[src/rtl/sisc_ifetch.sv]
// SISC instruction fetch unit: owns the PC, fetches over a req/ack memory
// handshake and presents each word on ir until the core accepts it.
module sisc_ifetch #(
    parameter int                ADDR_W   = 16,
    parameter logic [ADDR_W-1:0] RESET_PC = '0
) (
    input  logic              clk,
    input  logic              rst_f,
    output logic [ADDR_W-1:0] im_addr,
    output logic              im_req,
    input  logic              im_ack,
    input  logic [31:0]       im_data,
    output logic [31:0]       ir,
    output logic              ir_valid,
    input  logic              ir_ready,
    output logic [ADDR_W-1:0] pc,
    input  logic              br_taken,
    input  logic [ADDR_W-1:0] br_addr,
    input  logic              halt
);

    typedef enum logic [1:0] {
        S_FETCH  = 2'd0,
        S_HOLD   = 2'd1,
        S_HALTED = 2'd2
    } state_t;

    state_t            state_q, state_d;
    logic [ADDR_W-1:0] next_addr, next_addr_d;
    logic [ADDR_W-1:0] im_addr_d, pc_d;
    logic [31:0]       ir_d;
    logic              im_req_d, ir_valid_d;
    logic              accept;

    // Core acceptance only counts while an instruction is actually presented.
    assign accept = ir_valid && ir_ready;

    always_ff @(posedge clk) begin
        if (rst_f) begin
            state_q   <= S_FETCH;
            im_req    <= 1'b0;
            im_addr   <= RESET_PC;
            next_addr <= RESET_PC;
            ir        <= '0;
            ir_valid  <= 1'b0;
            pc        <= RESET_PC;
        end else begin
            state_q   <= state_d;
            im_req    <= im_req_d;
            im_addr   <= im_addr_d;
            next_addr <= next_addr_d;
            ir        <= ir_d;
            ir_valid  <= ir_valid_d;
            pc        <= pc_d;
        end
    end

    always_comb begin
        state_d     = state_q;
        im_req_d    = im_req;
        im_addr_d   = im_addr;
        next_addr_d = next_addr;
        ir_d        = ir;
        ir_valid_d  = ir_valid;
        pc_d        = pc;

        case (state_q)
            S_FETCH: begin
                // im_req is low only in the cycle right after reset.
                if (!im_req) begin
                    im_req_d = 1'b1;
                end else if (im_ack) begin
                    ir_d        = im_data;
                    pc_d        = im_addr;
                    next_addr_d = im_addr + ADDR_W'(1);
                    ir_valid_d  = 1'b1;
                    im_req_d    = 1'b0;
                    state_d     = S_HOLD;
                end
            end
            S_HOLD: begin
                if (accept) begin
                    ir_valid_d = 1'b0;
                    if (halt) begin
                        state_d = S_HALTED;
                    end else begin
                        if (br_taken) begin
                            im_addr_d   = br_addr;
                            next_addr_d = br_addr;
                        end else begin
                            im_addr_d = next_addr;
                        end
                        im_req_d = 1'b1;
                        state_d  = S_FETCH;
                    end
                end
            end
            S_HALTED: begin
                im_req_d   = 1'b0;
                ir_valid_d = 1'b0;
            end
            default: begin
                state_d = S_FETCH;
            end
        endcase
    end

endmodule

[config.mk]
export PLATFORM = sky130hd
export DESIGN_NAME = sisc_ifetch
export DESIGN_NICKNAME = d
export VERILOG_FILES = /design/src/rtl/sisc_ifetch.sv
export SDC_FILE = /design/constraint.sdc
export NUM_CORES = 1
export LEC_CHECK = 0
export CAP_MARGIN = 20
export CORE_MARGIN = 10
export CORE_UTILIZATION = 30
export DETAILED_ROUTE_END_ITERATION = 10
export SLEW_MARGIN = 0
export SYNTH_ARGS = -nofsm -noshare
export SYNTH_HDL_FRONTEND = slang
export SYNTH_SLANG_ARGS = --single-unit
[constraint.sdc]
create_clock -name clk -period 2.2 [get_ports clk]
set_input_delay 0.44 -clock clk [delete_from_list [all_inputs] [get_ports clk]]
set_output_delay 0.44 -clock clk [all_outputs]
set_load 0.1 [all_outputs]
### After elaboration in Yosys (flattened, before gate mapping)

Cells that the tools add are included.

* muxes and demuxes: 20
* reductions and logical operators: 10
* bitwise gates (word level): 2
* add/subtract/negate cells: 1
* eq/ne operators: 6

Operators by type and width (number)
* 16-bit 2-to-1 mux: 5
* 16-bit case mux with 2 select lines: 1
* 16-bit by 1-bit adder with 16-bit output (second input constant): 1
* 3-bit AND reduction: 3
* 2-bit 2-to-1 mux: 4
* 2-bit inequality test (second input constant): 4
* 4-bit AND reduction: 2
* 1-bit 2-to-1 mux: 7
* 1-bit case mux with 3 select lines: 2
* 2-bit case mux with 3 select lines: 1
* 5-bit AND reduction: 1
* 3-bit nonzero test: 1
* 2-bit by 1-bit equality test with 1-bit output (second input constant): 1
* 2-bit equality test (second input constant): 1
* 2-bit zero test: 1
* 1-bit inverter: 2
* 2-bit nonzero test: 1
* 1-bit logical AND: 1

* output and inout bits: 66
* bits of input ports: 54
* flip-flop bits (word level): 84
* logic and storage cells: 46

### Depth between registers and ports, before layout

Gate-level depths: netlist of the first run.

* depth in word-level cells: 4
* depth in mapped cells: 7
* gate-level depth less buffers: 6

### Worst setup path after synthesis of the first run

Ideal clock, no wire load.

* kind: reg-to-reg
* from: reg im_addr[2]
* to: reg next_addr[9]
* setup slack: -0.112 ns
* buffers on the path: 1
* clock period less this slack: 2.312 ns
* setup time: 0.117 ns
* data required time: 2.083 ns
* stages on the path, launching flop included: 6
* arrival: 2.194 ns
* path through: dfxtp_1 -> buf_4 -> nand4_4 -> o31a_1 -> or3_1 -> a32o_1

* cells in the longest elaborated chain, start to end: 4

RTL lines
* from (decl): RTL line 9 `output logic [ADDR_W-1:0] im_addr,`
* from (signal assigned): RTL line 50 `im_addr <= im_addr_d;`
* 16-bit by 1-bit adder with 16-bit output: RTL line 75 `next_addr_d = im_addr + ADDR_W'(1);`
* 16-bit 2-to-1 mux: RTL line 72 `end else if (im_ack) begin`
* 16-bit 2-to-1 mux: RTL line 70 `if (!im_req) begin`
* 16-bit case mux with 2 select lines: RTL line 67 `case (state_q)`
* to (signal assigned): RTL line 51 `next_addr <= next_addr_d;`
* to (decl): RTL line 29 `logic [ADDR_W-1:0] next_addr, next_addr_d;`

Every way passes these cells. The select of a mux whose other input is x is not followed.
A chain may end at the register's enable or synchronous reset.

### Final worst setup path of the first run

* from: reg state_q[1]
* to: reg next_addr[11]

* cells in the longest elaborated chain, start to end: 3
* elaborated cells on any way between the ends: 9
* classes of those cells: 5 x eq/ne; 1 x mux; 3 x reduce/logical

RTL lines
* from (decl): RTL line 28 `state_t state_q, state_d;`
* from (signal assigned): RTL line 48 `state_q <= state_d;`
* 2-bit by 1-bit equality test with 1-bit output / 2-bit zero test (equally long branches): RTL line 67
* 2-bit inequality test (no line) / 2-bit nonzero test (equally long branches)
* 5-bit AND reduction (no line)

Parallel ways exist; a longest one is shown, timed or not.

==> results of run 1 <==
==> layout make-up <==
type,instances,area share
Multi-Input combinational cell,324,0.346
Sequential cell,84,0.319
Timing Repair Buffer,133,0.225
Clock buffer,10,0.0433
Tap cell,168,0.0397
Clock inverter,5,0.0236
Inverter,6,0.00425
==> registers in the layout, summed over array words and instances, names as in the netlist <==
| name | count |
|---|---|
| im_addr | 16 |
| im_req | 1 |
| ir | 32 |
| ir_valid | 1 |
| next_addr | 16 |
| pc | 16 |
| state_q | 2 |
==> cells in the final DEF (no fill, tap or decap), types with 5 or more instances in the layout <==
master	netlist	layout
a21oi_1	61	61
inv_1	6	6
a211oi_1	17	17
nand3_1	7	6
mux2i_1	17	17
nor4_1	6	6
xnor2_1	6	6
buf_12	0	5
nor3_1	6	6
nand2_1	122	122
clkbuf_16	0	9
nor2_1	18	18
clkdlybuf4s50_1	0	52
buf_4	2	75
ha_1	5	5
dfxtp_1	84	80
==> synth_stat cells, types with 3 or more instances <==
| cell | instances |
|---|---|
| o211ai_1 | 4 |
| nor2_1 | 18 |
| or3_1 | 3 |
| clkbuf_1 | 16 |
| o21ai_1 | 3 |
| o311ai_0 | 3 |
| a2111oi_0 | 3 |
| o22ai_1 | 3 |
| dfxtp_1 | 84 |
| nand2_1 | 122 |
| nor4_1 | 6 |
| xnor2_1 | 6 |
| a21oi_1 | 61 |
| buf_1 | 7 |
| a31oi_1 | 3 |
| o21a_1 | 4 |
| nand3_1 | 7 |
| o31a_1 | 3 |
| inv_1 | 6 |
| o21ai_0 | 3 |
| mux2i_1 | 17 |
| nor3_1 | 6 |
| o31ai_1 | 4 |
| buf_2 | 10 |
| a211oi_1 | 17 |
| ha_1 | 5 |
==> critical path, cell delays in order (launching register included) <==
cell	delay, ps
dfxtp_1	360
inv_1	90
ha_1	290
nand2b_1	290
a21o_1	240
or3_1	380
o221ai_2	190
==> logic make-up after synthesis <==
kind of cell               Yosys count  synth area share
adders and majority gates            5            0.0169
buffers and inverters               43            0.0514
xor gates and xnor gates             7            0.0166
and+or+nand+nor                    174             0.206
muxes                               19            0.0521
AOI/OAI and AO/OA                  119             0.202
DFF                                 84             0.455
==> metal layers <==
metal,track usage,vias up,share of wire
li1,-,1781,-
met1,0.167,1672,0.44
met2,0.224,93,0.48
met3,0.0355,14,0.065
met4,0.0595,0,0.015
met5,0,-,0
==> power by group <==
| group | internal [mW] | total (mW) | switching, mW | leakage (nW) |
|---|---|---|---|---|
| clock | 1.22 | 1.82 | 0.599 | 0.173 |
| sequential | 1.59 | 1.65 | 0.0571 | 0.683 |
| combinational | 0.304 | 1.01 | 0.710 | 1.16 |
==> stage by stage <==
step           hold WS [ps]  cell area [sq um]
2_1_floorplan           431               3700
3_3_place_gp            440               4940
3_5_place_dp            448               4940
4_1_cts                 457               5290
5_1_grt                 473               5290
6_report                455               5290
==> worst max path at each step <==
stage / to / cells past startpoint
detailed placement: next_addr[5] / 6
global route: next_addr[13] / 7
finish: next_addr[11] / 6
floorplan: next_addr[9] / 5
global placement: next_addr[10] / 7
CTS: next_addr[11] / 6
==> results.yml, run 1 <==
clock_tree:
  ctsHoldBuffers: 0
  cts_setup_buffers: 0
  post_cts_resized: 0
  cts_buffers: 9
  worstSkewPairLatency_ps: 340
  htreeDepth: 3
  clkSlewWorstSetupHoldPaths_ps: 60
  cts.sinks: 84
  cts_tree: "built"
  root_buffer: "clkbuf_16"
  clock_tree.buffer_depth: 2
route:
  vias_per_cell: 4.88
  drtIter0Drc: 205
  drc: 0
  wirelength_um: 11800
  postRouteAntennaNets: 0
  dr_total_vias: 3560
  drt_first_pass_iters: 4
  wl_per_cell_um: 16.1
timing:
  min_period_ps: 1910
  hold_viol_final: 0
  fin_setup_tns_ps: 0
  worst_pin_slew_ps: 559
  finalClockSkew_ps: 7.14
  period_share: 0.869
  rsz0062_at_grt: "no"
  relSlewSlack: 0.627
  setup_violations: 0
  postLayoutSetupSlackWorst_ps: 289
  slew_violations: 0
  fmax_mhz: 523
logic_synthesis:
  synth-edff-count: 0
  synthCells: 451
  synth_fp_nets: 510
  avgSynthCellArea_sq_um: 8.20
  synth_area_leaders: "dfxtp_1 45%, nand2_1 12%, a21oi_1 8.3%"
  synth_flop_cell: "dfxtp_1"
  yosysWarnings: 0
  ys_ff_latch: 84
  netlist_area_sq_um: 3700
  yosysTopAreaCell: "dfxtp_1"
  synth_top_area_share: 0.455
  ys_types: 47
  async_flop_share: 0
  ys_seq_area_frac: 0.455
power_and_ir_drop:
  cellPowerDensity_nw_per_um2: 846
  ir_drop_v: 0.000322
  total_power_mw: 4.48
  power.leakage_nw: 2.01
worst_hold_path:
  hold_path_startpoint: "ir[21]"
  min_to: "ir[21]"
  whs_path_depth: 2
  hp-class: "flop to flop"
critical_path:
  worstPathRequired_ps: 2460
  path_max_fanout: 9
  path_class: "flop to flop"
  cp-end-kind: "flop"
  start_kind: "flop"
  regToRegEndpoint: "next_addr[11]"
  worstRegToRegCells: 6
  regToRegSetupSlack_ps: 290
  cp-startpoint: "state_q[1]"
  arrival_ps: 2170
  rr_startpoint: "state_q[1]"
global_routing:
  grt_max_degree: 56
  grt_pass1_vias: 3661
  grt_overflow_total: 0
  grt_pass1_wl_um: 18800
  antenna_found_initial: 0
  track_usage: 0.137
floorplan:
  ios: 120
  fp.dieArea_sq_um: 17200
  die_x_um: 131
  die_y_um: 131
  row_count: 40
  core_sq_um: 12100
  start_util: 0.307
status:
  run_status: "complete, no violations"
finish:
  drive_above_1_share: 0.196
  multiInputGateArea_sq_um: 1830
  syn2layout_area_growth_pct: 43.2
  seq_area_sq_um: 1690
  fillers: 1190
  n_antenna_cell: 0
  fin_nets: 617
  instances_no_fill: 730
  fin_util: 0.439
place:
  dp_cells: 715
  pre_cts_slack_ps: 172
  hpwl_um: 8390
  gp_congestion: 0.812
  io_buffer_count: 119
job:
  cap_viol_max_count: 0
Note: power is estimated with default switching activity, not from simulation.
==> run 2: changes to the inputs <==
CORE_UTILIZATION = 46   (was 30)
PLACE_DENSITY = 0.8   (was default)
==> results.yml, run 2 (synthesized netlist as in run 1, its figures left out) <==
status:
  run_status: "complete, no violations"
finish:
  most-common-layout-cells: "122 x nand2_1, 80 x dfxtp_1, 77 x buf_4"
  n_antenna_cell: 0
  mostFrequentLayoutCell: "nand2_1"
  fillers: 664
  syn2layout_area_growth_pct: 35.4
  drive_above_1_share: 0.199
  largest_register_ffs: 32
  fin_nets: 617
  regMostFlops: "ir"
power_and_ir_drop:
  cellPowerDensity_nw_per_um2: 728
  power.leakage_nw: 1.92
  total_power_mw: 3.65
  ir_drop_v: 0.000326
critical_path:
  max_stage_delay_ps: 390
  cp_top_family: "simple AND/OR/NAND/NOR gates"
  path_max_fanout: 7
  path_buf_inv: 1
  worstPathRequired_ps: 2480
  crit_chain: "inv_1, ha_1, nand2b_1, a21o_1, or3_1, o221ai_2"
  start_kind: "flop"
  slowest_stage: "or3_1"
  cp-end-kind: "flop"
  arrival_ps: 2210
  path_class: "flop to flop"
timing:
  period_share: 0.877
  setup_violations: 0
  worst_pin_slew_ps: 464
  slew_violations: 0
  min_period_ps: 1930
  finalClockSkew_ps: 13.2
  fin_setup_tns_ps: 0
  hold_viol_final: 0
  rsz0062_at_grt: "no"
  fmax_mhz: 518
  relSlewSlack: 0.683
route:
  vias_per_cell: 5.34
  postRouteAntennaNets: 0
  dr_total_vias: 3553
  wirelength_um: 10700
  wl_per_cell_um: 16.1
  drt_first_pass_iters: 4
  drtIter0Drc: 206
  drc: 0
clock_tree:
  clock_tree.buffer_depth: 2
  worstSkewPairLatency_ps: 360
  cts_tree: "built"
  root_buffer: "clkbuf_8"
  clkSlewWorstSetupHoldPaths_ps: 90
  cts_setup_buffers: 0
  ctsHoldBuffers: 0
  post_cts_resized: 0
  cts.sinks: 84
  htreeDepth: 3
  cts_buffers: 9
floorplan:
  die_x_um: 110
  ios: 120
  core_sq_um: 7770
  row_count: 32
  fp.dieArea_sq_um: 12000
  start_util: 0.476
  die_y_um: 110
place:
  gp_congestion: 0.906
  hpwl_um: 8100
  io_buffer_count: 119
global_routing:
  grt_pass1_wl_um: 16800
  grt_overflow_total: 0
  grt_pass1_vias: 3434
  grt_max_degree: 50
  track_usage: 0.172
  antenna_found_initial: 0
worst_hold_path:
  hp-class: "input port to flop"
job:
  cap_viol_max_count: 0
-- run 2: cell count changes in the layout (fill, tap and decap cells not counted) --
cell	before	now
clkbuf_16	9	0
buf_4	75	77
clkbuf_1	1	0
clkinvlp_4	0	2
clkbuf_8	0	9
clkinv_4	0	2
buf_12	5	3
bufinv_16	4	0
clkinv_2	1	2
inv_6	0	1
-- run 2: stage by stage --
stage                     setup WS [ps]   util  area, sq um  hold WS (ps)  std cells
after floorplan                   -77.0      -         3700           431        451
after global placement              132  0.622         4830           438        649
after detailed placement           73.3  0.622         4830           447        649
after CTS                           281  0.645         5010           418        665
after global routing                113  0.645         5010           437        665
final                               270  0.645         5010           436        665
-- run 2: path summary, 6_finish.rpt --
check	from	to	slack, ps	cells after the start
worst max-delay path	state_q[1]	next_addr[11]	270	6
worst min-delay path	rst_f	im_addr[8]	440	2
worst max register to register	state_q[1]	next_addr[11]	270	6
worst min register to register	ir[4]	ir[4]	460	2
-- run 2: layout make-up --
cell class                 instances  area [sq um]  area share
tap                              102           128      0.0255
multi-input combinational        324          1830       0.366
inverter                           6          22.5     0.00450
timing repair buffer             133          1160       0.232
clock inverter                     7          51.3      0.0102
sequential                        84          1690       0.337
clock buffer                       9           124      0.0247
-- run 2: worst reg2reg max path: cells and delay by family (launching register included) --
family                     cells  cell delay, ps
AOI/OAI and AO/OA              2             480
adders and majority gates      1             270
buffers and inverters          1              80
DFF                            1             370
and+or+nand+nor                2             660
-- run 2: metal layers --
metal / wire length, um / global-route usage
met1: 4400 / 0.203
met2: 5320 / 0.283
met3: 812 / 0.0550
met4: 181 / 0.0669
met5: 0 / 0
-- run 2: report_power, final --
group	switching [mW]	internal [mW]
Clock	0.582	0.414
Combinational	0.700	0.304
Sequential	0.0558	1.59
